`config.mk`:
```
export PLATFORM = sky130hd
export DESIGN_NAME = yj_basic_sync_filter
export DESIGN_NICKNAME = d
export VERILOG_FILES = /design/src/rtl/yj_basic_sync_filter.sv
export SDC_FILE = /design/constraint.sdc
export NUM_CORES = 1
export LEC_CHECK = 0
export ABC_AREA = 1
export CORE_ASPECT_RATIO = 1.75
export CORE_UTILIZATION = 25
export CTS_CLUSTER_SIZE = 40
export DETAILED_ROUTE_END_ITERATION = 12
export DONT_BUFFER_PORTS = 1
export PLACE_DENSITY = 0.35
export SYNTH_ARGS = -nofsm -noshare
export SYNTH_HDL_FRONTEND = slang
export SYNTH_SLANG_ARGS = --single-unit
export TNS_END_PERCENT = 50
```
`constraint.sdc`:
```
create_clock -name CLK -period 2.3 [get_ports CLK]
set_input_delay 0.46 -clock CLK [delete_from_list [all_inputs] [get_ports CLK]]
set_output_delay 0.46 -clock CLK [all_outputs]
set_load 0.005 [all_outputs]
```
`src/rtl/yj_basic_sync_filter.sv`:
```
`default_nettype none
// ============================================================================
// Module   : yj_basic_sync_filter
// Brief    : Per-channel N-flop synchronizer followed by a consecutive-agreement
//            glitch filter with registered rise/fall pulses.
// Revision : 1.0 - initial release
// ============================================================================
module yj_basic_sync_filter #(
    parameter int   CH     = 4,
    parameter int   STAGES = 2,
    parameter int   FILT   = 4,
    parameter logic RSTVAL = 1'b0
) (
    input  logic          CLK,
    input  logic          RSTn,
    input  logic [CH-1:0] din,
    output logic [CH-1:0] dout,
    output logic [CH-1:0] rise,
    output logic [CH-1:0] fall,
    output logic          any_edge
);

    localparam int                 c_CNT_W    = (FILT > 1) ? $clog2(FILT) : 1;
    localparam logic [c_CNT_W-1:0] c_CNT_LAST = c_CNT_W'(FILT - 1);

    // Illegal depths must stop elaboration rather than be silently clamped.
    generate
        if (STAGES < 2) begin : g_bad_stages
            $error("yj_basic_sync_filter: STAGES must be 2 or more");
        end
        if (FILT < 1) begin : g_bad_filt
            $error("yj_basic_sync_filter: FILT must be 1 or more");
        end
    endgenerate

    for (genvar g = 0; g < CH; g++) begin : g_ch
        logic [STAGES-1:0]  r_sync;
        logic [c_CNT_W-1:0] r_cnt;
        logic               r_dout;
        logic               r_rise;
        logic               r_fall;
        logic               w_ss;

        assign w_ss = r_sync[STAGES-1];

        // Only r_sync[0] samples the asynchronous pin; only r_sync[1] reads it.
        always_ff @(posedge CLK or negedge RSTn) begin
            if (!RSTn) begin
                r_sync <= {STAGES{RSTVAL}};
            end else begin
                r_sync <= {r_sync[STAGES-2:0], din[g]};
            end
        end

        // A disagreement run must reach FILT cycles; any agreeing cycle clears it.
        always_ff @(posedge CLK or negedge RSTn) begin
            if (!RSTn) begin
                r_cnt  <= '0;
                r_dout <= RSTVAL;
                r_rise <= 1'b0;
                r_fall <= 1'b0;
            end else if (w_ss == r_dout) begin
                r_cnt  <= '0;
                r_rise <= 1'b0;
                r_fall <= 1'b0;
            end else if (r_cnt == c_CNT_LAST) begin
                r_cnt  <= '0;
                r_dout <= w_ss;
                r_rise <= w_ss;
                r_fall <= ~w_ss;
            end else begin
                r_cnt  <= r_cnt + 1'b1;
                r_rise <= 1'b0;
                r_fall <= 1'b0;
            end
        end

        assign dout[g] = r_dout;
        assign rise[g] = r_rise;
        assign fall[g] = r_fall;
    end

    assign any_edge = |{rise, fall};

endmodule
`default_nettype wire

```
==> flow_summary.toml <==
[outcome]
status = "complete, no violations"

[sta]
worst_slack_ps = 903.6
fmax_mhz = 716.1
finalClockSkew_ps = 1.207
fin_tns_setup_ps = 0
worst_slew_pin_slew_ps = 139.7
whs_ps = 213.4
period_share = 0.6071
hold_viol = 0
maxSlewHeadroom = 0.9059
rsz0062_at_grt = "no"
maxSlewViolCount = 0
setup_viol_count_final = 0
period_minus_slack_ps = 1396

[clock_tree]
cts_tree = "yes"
post_cts_buffers = 0
cts-resized-gates = 0
h-tree-depth = 1
cts_made_buffers = 3
root_buffer = "clkbuf_8"
clock_sinks = 28
clock_path_buffers = 2
cts-hold-fix-buffers = 2
insertion_delay_ps = 260
clk_pin_slew_ps = 90

[worst_setup_path]
required_ps = 1840
r2r_cells = 4
crit_fanout = 2
arrival_ps = 940
timing_worst_setup_path_type = "reg -> out"
r2r-end = "g_ch[3].r_cnt[0]"
start_kind = "flop"
rrSetupSlack_ps = 1340
r2r-start = "g_ch[3].r_cnt[0]"
cp-end-kind = "output port"

[grt]
grt_pass1_vias = 672
grt_pass1_wl_um = 2718
grt_use_total = 0.07756
grt-ovfl-total = 0
grt_max_degree = 29
antenna_found_initial = 0

[synth]
yosysTopAreaCell = "dfrtp_1"
synthCells = 115
synth_area_mm2 = 0.001132
ys_ff_latch = 28
synth.distinct_cells = 9
synth_top_area_frac = 0.6188
avgSynthCellArea_um2 = 9.846
synth_seq_area_share = 0.6188
syn-num-nets = 125
ys_warn_count = 0
synthTopCellsByArea = "dfrtp_1, inv_1, buf_4"

[pwr]
switching_share = 0.3016
power_frac_comb = 0.201
power_w = 0.001143
pwr-share-seq = 0.577
pwr_density_cell_mw_per_mm2 = 971.0
clkPwrFrac = 0.222
leakage_nw = 0.6106
peakVddDrop_mv = 0.2816
power_switching_w = 0.0003448
p_int_w = 0.0007984

[floorplanning]
dieWidth_um = 52.88
start_util = 0.2595
die_area_mm2 = 0.004813
core_region_area_mm2 = 0.004364
num_io_pins = 19
fp.dieH_um = 91.03
num_rows = 32

[routing]
wl_um = 1559
wl_per_cell_um = 9.805
dr.pass1.iters = 2
vias_per_cell = 3.899
drc = 0
drt_iter0_markers = 6
ant_nets = 0
dr_total_vias = 620

[cells_and_area]
nFillCells = 468
antenna_cells = 0
final_cell_mix = "inv_1, dfrtp_1, nand2_1"
utilization = 0.2698
layout-drive-gt1-share = 0.07407
nets = 120
areaGrowthSynthToFinish_pct = 3.978

[placement]
place_congestion = 0.6884
io_buffers = 0
pre_cts_ws_ps = 1189
dpl.hpwl_um = 1153

[min_path]
holdPathStages = 0
hold_class = "in -> reg"
hold_end = "g_ch[3].r_sync[0]"
min_from = "din[3]"

[job]
max_cap_violations = 0
cell type report:
| cell class | count | area (um^2) | share of cell area |
|---|---|---|---|
| sequential | 28 | 700.7 | 0.5951 |
| multi-input combinational | 47 | 236.5 | 0.2009 |
| inverter | 28 | 105.1 | 0.08927 |
| tap | 51 | 63.81 | 0.05420 |
| clock buffer | 3 | 41.29 | 0.03507 |
| timing repair buffer | 2 | 30.03 | 0.02550 |
power by group through the flow:
stage                     Sequential, W  Clock [W]  Combinational (W)
after global placement         0.000668          0           0.000213
after detailed placement       0.000674          0           0.000220
after floorplan                0.000648          0           0.000247
final                          0.000659   0.000254           0.000230
after global routing           0.000675   0.000285           0.000291
after CTS                      0.000664   0.000271           0.000238
Yosys cell counts (all sizes together):
library cell	number
nor2	10
nand2	21
a21oi	8
ha	4
o21ai	4
buf	12
inv	28
dfrtp	28
layer usage:
metal | share of wire | wire [um] | track usage
met5 | 0 | 0 | 0
met2 | 0.51 | 790 | 0.1224
met1 | 0.40 | 621 | 0.08728
met4 | 0.031 | 48 | 0.05921
met3 | 0.064 | 99 | 0.01508
flip-flops by register name, summed over array words and instances (netlist names):
register,count
g_ch.r_cnt,8
g_ch.r_sync,8
g_ch.r_dout,4
g_ch.r_fall,4
g_ch.r_rise,4
stage by stage:
stage | cell area [um^2] | cells
3_3_place_gp | 1106 | 154
6_report | 1177 | 159
3_5_place_dp | 1106 | 154
5_1_grt | 1177 | 159
2_1_floorplan | 1132 | 115
4_1_cts | 1177 | 159
worst max-delay path by stage:
stage          cells after the start  slack, ps  endpoint           start
2_1_floorplan                      4       1250  any_edge  g_ch[0].r_rise
3_3_place_gp                       4       1190  any_edge  g_ch[2].r_rise
3_5_place_dp                       4       1190  any_edge  g_ch[2].r_rise
4_1_cts                            4        880  any_edge  g_ch[0].r_rise
5_1_grt                            4        790  any_edge  g_ch[2].r_fall
6_report                           4        900  any_edge  g_ch[0].r_rise
cell families after synthesis:
logic type / count (synthesis) / synth area share
buffers and inverters: 40 / 0.1724
and+or+nand+nor: 31 / 0.1116
DFF: 28 / 0.6188
AOI/OAI and AO/OA: 12 / 0.05304
adders and majority gates: 4 / 0.04420
worst max-delay path, cell delays in order (launching register included):
cell and delay [ps]:
dfrtp_1 400, inv_1 70, nand2_1 50, nor2_1 90
nand2_1 70
Power figures use the tool's default switching activity.
